### src/rtl/alu_seq_pkg.sv
// Shared definitions for the byte-serial ALU sequencer: FSM encoding, ALU idle
// drive values and the select codes callers use.
package alu_seq_pkg;

   typedef enum logic [1:0] {
      ST_IDLE = 2'd0,
      ST_EXEC = 2'd1,
      ST_RESP = 2'd2
   } state_e;

   localparam logic [3:0] ALU_IDLE_S  = 4'b0000;
   localparam logic       ALU_IDLE_M  = 1'b1;
   localparam logic       ALU_IDLE_CN = 1'b0;

   localparam logic [3:0] SEL_ADD = 4'b1001;
   localparam logic [3:0] SEL_SUB = 4'b0110;
   localparam logic [3:0] SEL_XOR = 4'b0110;  // same code as SUB, taken with M=1

endpackage

### src/rtl/alu_seq_ctrl.sv
// Drives a W-bit operation through an external 8-bit ALU one byte per cycle.
// Optional feature: define ALU_SEQ_ZERO_EN to register a result-is-zero flag.
module alu_seq_ctrl
   import alu_seq_pkg::*;
#(
   parameter int BYTES = 2
) (
   input  logic              clk,
   input  logic              rst,
   input  logic              req_valid,
   output logic              req_ready,
   input  logic [3:0]        req_s,
   input  logic              req_m,
   input  logic              req_cn,
   input  logic [8*BYTES-1:0] req_a,
   input  logic [8*BYTES-1:0] req_b,
   output logic [3:0]        alu_s,
   output logic              alu_m,
   output logic              alu_cn,
   output logic [7:0]        alu_a,
   output logic [7:0]        alu_b,
   input  logic [7:0]        alu_f,
   input  logic              alu_co,
   input  logic              alu_fz,
   output logic              rsp_valid,
   input  logic              rsp_ready,
   output logic [8*BYTES-1:0] rsp_f,
   output logic              rsp_co,
   output logic              rsp_ne,
   output logic              rsp_z
);

   localparam int W  = 8 * BYTES;
   localparam int KW = (BYTES > 1) ? $clog2(BYTES) : 1;

   state_e          state_q, state_d;
   logic [KW-1:0]   k_q, k_d;
   logic [3:0]      s_q, s_d;
   logic            m_q, m_d;
   logic            cn_q, cn_d;
   logic [W-1:0]    a_q, a_d;
   logic [W-1:0]    b_q, b_d;
   logic            carry_q, carry_d;
   logic [W-1:0]    f_q, f_d;
   logic            co_q, co_d;
   logic            ne_q, ne_d;
`ifdef ALU_SEQ_ZERO_EN
   logic            z_q, z_d;
`endif

   always_comb begin
      state_d = state_q;
      k_d     = k_q;
      s_d     = s_q;
      m_d     = m_q;
      cn_d    = cn_q;
      a_d     = a_q;
      b_d     = b_q;
      carry_d = carry_q;
      f_d     = f_q;
      co_d    = co_q;
      ne_d    = ne_q;
`ifdef ALU_SEQ_ZERO_EN
      z_d     = z_q;
`endif
      alu_s   = ALU_IDLE_S;
      alu_m   = ALU_IDLE_M;
      alu_cn  = ALU_IDLE_CN;
      alu_a   = 8'h00;
      alu_b   = 8'h00;

      case (state_q)
         ST_IDLE: begin
            if (req_valid) begin
               s_d     = req_s;
               m_d     = req_m;
               cn_d    = req_cn;
               a_d     = req_a;
               b_d     = req_b;
               k_d     = '0;
               ne_d    = 1'b0;
               state_d = ST_EXEC;
            end
         end
         ST_EXEC: begin
            alu_s  = s_q;
            alu_m  = m_q;
            // Byte 0 and logic ops take the caller's carry; higher arithmetic bytes chain.
            alu_cn = (k_q == '0 || m_q) ? cn_q : carry_q;
            alu_a  = a_q[8*k_q +: 8];
            alu_b  = b_q[8*k_q +: 8];
            f_d[8*k_q +: 8] = alu_f;
            carry_d = alu_co;
            ne_d    = ne_q | alu_fz;
            k_d     = k_q + KW'(1);
            if (k_q == KW'(BYTES - 1)) begin
               k_d     = '0;
               co_d    = m_q ? 1'b0 : alu_co;
`ifdef ALU_SEQ_ZERO_EN
               z_d     = (f_d == '0);
`endif
               state_d = ST_RESP;
            end
         end
         ST_RESP: begin
            if (rsp_ready) state_d = ST_IDLE;
         end
         default: state_d = ST_IDLE;
      endcase
   end

   always_ff @(posedge clk) begin
      if (rst) begin
         state_q <= ST_IDLE;
         k_q     <= '0;
         s_q     <= '0;
         m_q     <= 1'b0;
         cn_q    <= 1'b0;
         a_q     <= '0;
         b_q     <= '0;
         carry_q <= 1'b0;
         f_q     <= '0;
         co_q    <= 1'b0;
         ne_q    <= 1'b0;
`ifdef ALU_SEQ_ZERO_EN
         z_q     <= 1'b0;
`endif
      end else begin
         state_q <= state_d;
         k_q     <= k_d;
         s_q     <= s_d;
         m_q     <= m_d;
         cn_q    <= cn_d;
         a_q     <= a_d;
         b_q     <= b_d;
         carry_q <= carry_d;
         f_q     <= f_d;
         co_q    <= co_d;
         ne_q    <= ne_d;
`ifdef ALU_SEQ_ZERO_EN
         z_q     <= z_d;
`endif
      end
   end

   assign req_ready = (state_q == ST_IDLE);
   assign rsp_valid = (state_q == ST_RESP);
   assign rsp_f     = f_q;
   assign rsp_co    = co_q;
   assign rsp_ne    = ne_q;
`ifdef ALU_SEQ_ZERO_EN
   assign rsp_z     = z_q;
`else
   assign rsp_z     = 1'b0;
`endif

endmodule

### config.mk
export PLATFORM = sky130hd
export DESIGN_NAME = alu_seq_ctrl
export DESIGN_NICKNAME = d
export VERILOG_FILES = /design/src/rtl/alu_seq_pkg.sv /design/src/rtl/alu_seq_ctrl.sv
export SDC_FILE = /design/constraint.sdc
export NUM_CORES = 1
export LEC_CHECK = 0
export ABC_AREA = 1
export CAP_MARGIN = 40
export CORE_MARGIN = 1
export CORE_UTILIZATION = 44
export CTS_CLUSTER_SIZE = 28
export DETAILED_ROUTE_END_ITERATION = 8
export PLACE_DENSITY = 0.8
export SLEW_MARGIN = 20
export SYNTH_ARGS = -nofsm -noshare
export SYNTH_HDL_FRONTEND = slang
export SYNTH_SLANG_ARGS = --single-unit
### constraint.sdc
create_clock -name clk -period 1.65 [get_ports clk]
set_input_delay 0.495 -clock clk [delete_from_list [all_inputs] [get_ports clk]]
set_output_delay 0.495 -clock clk [all_outputs]
set_load 0.01 [all_outputs]
[Yosys cells after proc, flatten, opt, wreduce, memory -nomap -nowiden]
Cells that the tools add are included.
Storage, ports and cells
  register bits after elaboration: 60
  input bits: 52
  output and inout port bits: 43
Operators by class
  $add $sub $neg: 2
  equal/unequal tests: 5
  shift operators: 4
  mux-type cells: 16
  bitwise gates (word level): 2
  reductions and logical operators: 7
Operators by type and width (count)
  $neg 4->34: 1
  $shift 8x34->16 const A: 1
  $shiftx 8x34->16: 1
  $shiftx 16x5->8: 2
  $bwmux 16: 1
  $mux 8: 2
  $mux 1: 6
  $mux 2: 3
  $pmux 2 s3: 1
  $reduce_and 2->1: 3
  $mux 4: 1
  $ne 2x2->1 const B: 2
  $pmux 1 s2: 2
  $reduce_and 3->1: 1
  $eq 2x1->1 const B: 1
  $eq 2x2->1 const B: 1
  $logic_not 2->1: 1
  $ne 2x1->1 const B: 1
  $reduce_bool 2->1: 1
  $add 1x1->1 const B: 1
  $logic_or 1x1->1: 1
  $not 1->1: 1
  $or 1x1->1: 1

[Longest topological paths before layout]
Gate-level depths: netlist of run 1.
  depth after elaboration: 4
  mapped depth: 7
  depth with buffers taken out: 6

[Least setup slack after synthesis of run 1]
OpenSTA, ideal clock, no wires.
  kind: register to output
  from: reg state_q[0]
  to: out alu_a[5]
  arrival time: 1.049 ns
  path slack: 0.106 ns
  cell stages (with the launch flop): 6
  path buffers: 1
  cells stage by stage: dfxtp_1 inv_2 nor2_4 inv_1 buf_2 a21oi_1
Between the ends
  cells in the longest elaborated chain, start to end: 2
RTL lines
  start: declaration: RTL line alu_seq_ctrl.sv:36  | state_e state_q, state_d;
  start signal: assignment: RTL line alu_seq_ctrl.sv:129  | state_q <= state_d;
  $eq 2x1->1: RTL line alu_seq_ctrl.sv:72  | case (state_q)
  $mux 8: RTL line alu_seq_ctrl.sv:72
  end: declaration: RTL line alu_seq_ctrl.sv:20  | output logic [7:0] alu_a,
Every way passes these cells.

[Final worst setup path of run 1]
  from: reg state_q[0]
  to: out alu_b[3]
Between the ends
  cells in the longest elaborated chain, start to end: 2
RTL lines
  $eq 2x1->1: RTL line alu_seq_ctrl.sv:72
  $mux 8: RTL line alu_seq_ctrl.sv:72
  end: declaration: RTL line alu_seq_ctrl.sv:21  | output logic [7:0] alu_b,
Every way passes these cells.

==> flow_summary.json, run 1 <==
{
  "dieArea_mm2": 0.00595,
  "synth_top_area_share_pct": 48.3,
  "nNetsFinal": 510,
  "setup_viol": 22,
  "clock_latency_ns": 0.32,
  "grt_pass1_vias": 2466,
  "drive_gt1_share_pct": 19.7,
  "drc_errors": 0,
  "firstDrtPassIters": 4,
  "cts_tree": "built",
  "p_leak_nw": 1.66,
  "start_kind": "flop",
  "numPlacedInstances": 516,
  "die_y_um": 77.2,
  "h-tree-depth": 3,
  "rows": 26,
  "synth_seq_cells": 60,
  "grt_antenna_before_repair": 0,
  "port_buffers": 93,
  "cap_violations": 0,
  "crit_arrival_ns": 1.32,
  "clk_pin_slew_ns": 0.06,
  "holdWs_ns": 0.463,
  "yosysWarnings": 0,
  "timing.fmax_mhz": 552,
  "post-route-min-period_ns": 1.81,
  "setup_slack_ns": -0.160,
  "synth_cell_types": 18,
  "path_class": "reg -> out",
  "rr_worst_depth": 5,
  "violations": "negative setup slack",
  "dpl.hpwl_um": 4680,
  "clock-sinks": 60,
  "drt_iter0_markers": 154,
  "syn_area_mm2": 0.00248,
  "finalSetupTns_ns": -2.36,
  "grt_remaining_overflow": 0,
  "finalCritPeriodShare_pct": 110,
  "num_io_pins": 95,
  "fillers": 451,
  "fin_cells": 532,
  "holdPathStages": 2,
  "syn_inst": 352,
  "synth_nets": 404,
  "status": "complete, but fails checks",
  "core_region_area_mm2": 0.00527,
  "cts_buffers": 9,
  "die_w_um": 77.2,
  "path_common_cell": "inv_2",
  "start_util_pct": 47.2,
  "drv_slew": 0,
  "skew_ns": 0.00521,
  "grtUsageTotal_pct": 23.1,
  "yosys.area.top_type": "dfxtp_1",
  "hold_start": "rsp_f[9]",
  "cp_cell_sequence": "inv_2 > nor2_4 > inv_2 > buf_6 > a21oi_2 > buf_2",
  "cp-end-kind": "output port",
  "yosysSeqAreaShare_pct": 48.3,
  "hold_viol": 0,
  "cts-root-buf": "clkbuf_8",
  "avgSynthCellArea_um2": 7.06,
  "place_congestion": 0.779,
  "min_path_type": "reg -> reg",
  "rsz0062_at_grt": "yes",
  "vias_per_cell": 4.79,
  "vdd_drop_max_uv": 667,
  "yosys-top-cells-area": "dfxtp_1 (48%), nor2_1 (15%), nand2_1 (9.2%)",
  "diodes": 0,
  "detail-route-antenna-nets": 0,
  "critical_path.startpoint": "state_q[0]",
  "rr_startpoint": "k_q",
  "cp_slowest_cell": "dfxtp_2",
  "clockBufferDepth": 2,
  "via_count": 2546,
  "grt_pass1_wl_um": 11000,
  "ctsHoldBuffers": 0,
  "wl_per_cell_um": 12.4,
  "syn2layout_area_growth_pct": 49.5,
  "grt_start_max_net_pins": 20,
  "required_ns": 1.15,
  "power_density_mw_per_mm2": 963,
  "routed_wl_um": 6600,
  "cp_max_fo": 9,
  "slowest_delay_ns": 0.33
}
-- Yosys cell counts (all sizes together) --
cell / number
nand2: 64
a21oi: 29
inv: 19
nand3: 10
conb: 1
nor2: 102
dfxtp: 60
or2: 1
buf: 17
o21ai: 41
nor3: 1
clkbuf: 7
-- worst max-delay path, delay by kind of cell (launching register included) --
family	cells	cell delay [ns]
AND/OR/NAND/NOR	1	0.11
flip-flops	1	0.33
AO/OA/AOI/OAI	1	0.14
buffers and inverters	4	0.41
-- cells by family (layout without fill, tap and decap cells) --
family	after synthesis	count (layout)	share of synthesized area (%)
AO/OA/AOI/OAI	70	70	14.1
AND/OR/NAND/NOR	178	178	28.9
buffers and inverters	43	153	8.56
flip-flops	60	60	48.3
other	1	1	0.151
-- routing by layer --
layer	wire length (um)	part of all wire [%]	global-route usage [%]	up-vias
met5	0	0	0	-
met4	58	0.88	8.68	0
met3	342	5.2	4.88	4
met2	3350	51	39.1	70
met1	2850	43	28.5	1158
li1	-	-	-	1314
-- worst paths after layout --
check                    to  slack (ns)
setup / recovery   alu_b[3]       -0.16
hold / removal     rsp_f[9]        0.46
setup reg to reg  rsp_f[11]        0.21
hold reg to reg    rsp_f[9]        0.46
-- stage by stage --
stage | setup WS (ns) | total power, mW | instance area (um^2) | utilization [%]
2_1_floorplan | 0.106 | 2.01 | 2480 | -
3_3_place_gp | -0.227 | 2.36 | 3590 | 68.1
3_5_place_dp | -0.258 | 2.38 | 3590 | 68.1
4_1_cts | -0.137 | 3.60 | 3700 | 70.2
5_1_grt | -0.216 | 3.77 | 3720 | 70.5
6_report | -0.160 | 3.58 | 3720 | 70.5
-- state kept, by name, summed over array words and instances (netlist names) --
signal   flops
rsp_f       16
b_q         16
state_q      2
s_q          4
rsp_ne       1
cn_q         1
rsp_co       1
a_q         16
m_q          1
carry_q      1
k_q          1
-- power by group --
group / switching, mW / internal, mW
clock: 0.513 / 0.730
sequential: 0.0616 / 1.57
combinational: 0.360 / 0.347
total: 0.935 / 2.64
-- repair_timing --
item                                    CTS  global route
gates cloned                              0             0
pin swaps                                 1             0
setup buffers                             1             0
endpoints found under the setup margin   42            23
gates resized for setup                 132             7
-- layout by cell type, fill, tap and decap left out, drive strengths merged, types with 10 or more instances in the layout --
master         instances
dfxtp                 60
dlygate4sd2           18
buf                   49
nand2                 64
a21oi                 29
clkbuf                14
o21ai                 41
nor2                 102
inv                   19
clkdlybuf4s50         51
nand3                 10
-- area by class of cell --
class / instances / area, um^2 / share of cell area, %
flip-flops and latches: 60 / 1200 / 32.4
multi-input cells: 249 / 1130 / 30.4
repair buffers: 119 / 1040 / 27.9
clock buffers: 13 / 149 / 4.01
well taps: 70 / 87.6 / 2.36
inverters: 19 / 71.3 / 1.92
clock inverters: 2 / 35.0 / 0.943
Note: power is estimated with default switching activity, not from simulation.
==> run 2: changes to the inputs <==
--- a/config.mk
+++ b/config.mk
@@ -9,6 +9,7 @@
 export CAP_MARGIN = 40
 export CORE_MARGIN = 1
 export CORE_UTILIZATION = 44
+export CTS_CLUSTER_DIAMETER = 30
 export CTS_CLUSTER_SIZE = 28
 export DETAILED_ROUTE_END_ITERATION = 8
 export PLACE_DENSITY = 0.8
==> results of run 2 <==
Same layout as run 1: the final DEF is identical, and so are final timing and power.
==> edit 1, RTL diff (flow settings as in run 2) <==
Re-encode `state_e` (3 states) as one-hot, 3 bits wide.
--- a/src/rtl/alu_seq_pkg.sv
+++ b/src/rtl/alu_seq_pkg.sv
@@ -2,10 +2,10 @@
 // drive values and the select codes callers use.
 package alu_seq_pkg;
 
-   typedef enum logic [1:0] {
-      ST_IDLE = 2'd0,
-      ST_EXEC = 2'd1,
-      ST_RESP = 2'd2
+   typedef enum logic [2:0] {
+      ST_IDLE = 3'b001,
+      ST_EXEC = 3'b010,
+      ST_RESP = 3'b100
    } state_e;
 
    localparam logic [3:0] ALU_IDLE_S  = 4'b0000;
Formal check against the unedited RTL: same outputs for any inputs over 10 cycles, from zero or initial values and one cycle with rst high; not proved beyond that.
==> edit 1 against run 2 <==
The flow still finishes with violations (setup timing); first-iteration DRC count fell by 9.7%; routed wire length is 1.2% lower; clock power increased by 4%; synthesized area increased by 0.86%; worst setup slack worse by 0.065 ns; sequential cell count increased by 1; cell area rose by 1.4%; worst hold slack is essentially flat; power is 0.91% lower; largest cell class unchanged.
==> edit 1: results (changes against run 2) <==
Logic pwr share 0.168 (-0.030); power after layout 3.55 mW (-0.91%); fillers 486 (+7.8%); layout cells sized above 1 0.201 (+0.00389); cell count after placement 514 (-0.39%); final critical-path setup slack -0.225 ns (-0.0654 ns); met3 Use GR 0.0588 (+0.0100); via/cell ratio 4.89 (+2.2%); Non-clk invs 13 (-6); drt pass-1 iters 5 (+1); Non-Filler Instances 535 (+0.56%); Final Cell Area 3770 um^2 (+1.4%); count of non-CTS buffers in the layout 121 (+1.7%); synthesized area 2510 um^2 (+0.86%); failing checks setup timing; clock sinks 61 (+1.7%); Sw Pwr 910 uW (-2.7%); DP HPWL 4340 um (-7.3%); synth cell count leaders nor2_1 (115), dfxtp_1 (61), nand2_1 (58); initial DRC count 139 (-9.7%); final setup vio count 23 (+4.5%); Data buffer area share 0.291 (+0.0118); Synthesized Nets 399 (-1.2%); status finished with violations; synth unique cells 21 (+3); Total GRT Usage 0.231 (about the same); GRT met2 Usage 0.384 (-0.00708); pre-CTS setup slack -0.310 ns (-0.0520 ns); Syn Inst Count 347 (-1.4%); Met3 Wirelength 461 um (+35%); met1 global-route usage 0.281 (-0.00379)
## edit 1: changes by cell type in the layout (fill, tap and decap cells not counted), sizes merged, moves of 2 or more
cell / delta
a21oi: -22
nor2: +16
o21ai: +15
inv: -6
nand3: -4
buf: +3
nand2: -3
clkbuf: -2
## edit 1: kinds of logic after synthesis
group / count (synthesis)
and+or+nand+nor: 187
AOI/OAI and AO/OA: 64
DFF: 61
buffers and inverters: 34
other: 1
## edit 1: final timing paths
kind | startpoint | end | slack [ns] | cells past startpoint
min reg2reg | carry_q | carry_q | 0.46 | 2
min | carry_q | carry_q | 0.46 | 2
max | state_q[1] | alu_a[4] | -0.23 | 8
max reg2reg | state_q[2] | b_q[5] | 0.30 | 8
## edit 1: what timing repair did
action | 4_1_cts | 5_1_grt
endpoints found under the setup margin | 42 | 23
pin swaps | 3 | 2
gates cloned | 1 | 0
resized for setup | 127 | 11
buffers inserted | 4 | 3
==> edit 2, RTL diff (flow settings as in run 2) <==
Made on the original files. The parameter `BYTES` goes from 2 to 1.
--- a/src/rtl/alu_seq_ctrl.sv
+++ b/src/rtl/alu_seq_ctrl.sv
@@ -3,7 +3,7 @@
 module alu_seq_ctrl
    import alu_seq_pkg::*;
 #(
-   parameter int BYTES = 2
+   parameter int BYTES = 1
 ) (
    input  logic              clk,
    input  logic              rst,
Ports: changed (resized req_a, req_b and rsp_f); port bits go from 95 to 71. No check against the original RTL was run, so the function may have changed too.
==> edit 2 against run 2 <==
The run still ends with setup timing left; routed wire length down 43%; worst setup slack better by 0.14 ns; clock power down 54%; power down 49%; global-route usage down 1.7 points; synthesized cell count down 41%; synthesized area down 40%; cell area down 39%; sequential cell count down 26; combinational power down 48%; critical path type unchanged; highest routed layer unchanged.
==> edit 2: results (changes against run 2) <==
CTS buffer count 5 (-4); Total GRT Usage 0.214 (-0.0169); failing checks setup timing; final critical-path setup slack -0.0167 ns (+0.143 ns); status finished with violations; final setup vio count 6 (-73%); crit path DAT 1.17 ns (-0.15 ns); RePlAce Congestion 0.778 (about the same); H-tree levels 2 (-1); Static Leak 1.07 nW (-36%); Avg WL per Cell 11.5 um (-7.4%); CTS root buffer clkbuf_4; DR WL met2 1840 um (-45%); Setup TNS -0.0335 ns (+2.33 ns); DP HPWL 2600 um (-45%); synth unique cells 21 (+3); GRT met2 Usage 0.369 (-0.0222); met3 Use GR 0.0541 (+0.00530); power after layout 1.84 mW (-49%); Synthesized Nets 242 (-40%); Clock Skew 0.00316 ns (-0.00206 ns); pin count of the biggest net entering global routing 30 (+50%); CP delay by family, top flip-flops; Compound-Gate Fraction of Synth Area 0.0360 (-0.105); cell count after placement 316 (-39%); register area share after synthesis 0.455 (-0.0285); met1 global-route usage 0.258 (-0.0266)
## edit 2: power groups by stage
stage / Combinational (mW) / Sequential, mW / Clock, mW
after detailed placement: 0.375 / 0.925 / 0
after CTS: 0.362 / 0.907 / 0.570
after global routing: 0.401 / 0.914 / 0.599
final: 0.366 / 0.907 / 0.571
after floorplan: 0.177 / 0.931 / 0
after global placement: 0.370 / 0.922 / 0
## edit 2: layout make-up
type	count	area [um^2]
Timing Repair Buffer	82	686
Clock buffer	8	78.8
Sequential cell	34	683
Multi-Input combinational cell	129	647
Tap cell	44	55.1
Inverter	28	105
Fill cell	285	873
## edit 2: path summary, 6_finish.rpt
| path | startpoint | end | slack [ns] | cells past startpoint |
|---|---|---|---|---|
| max | state_q[1] | alu_m | -0.02 | 4 |
| min reg2reg | b_q[5] | b_q[5] | 0.47 | 2 |
| max reg2reg | state_q[1] | b_q[0] | 0.27 | 6 |
| min | b_q[5] | b_q[5] | 0.47 | 2 |
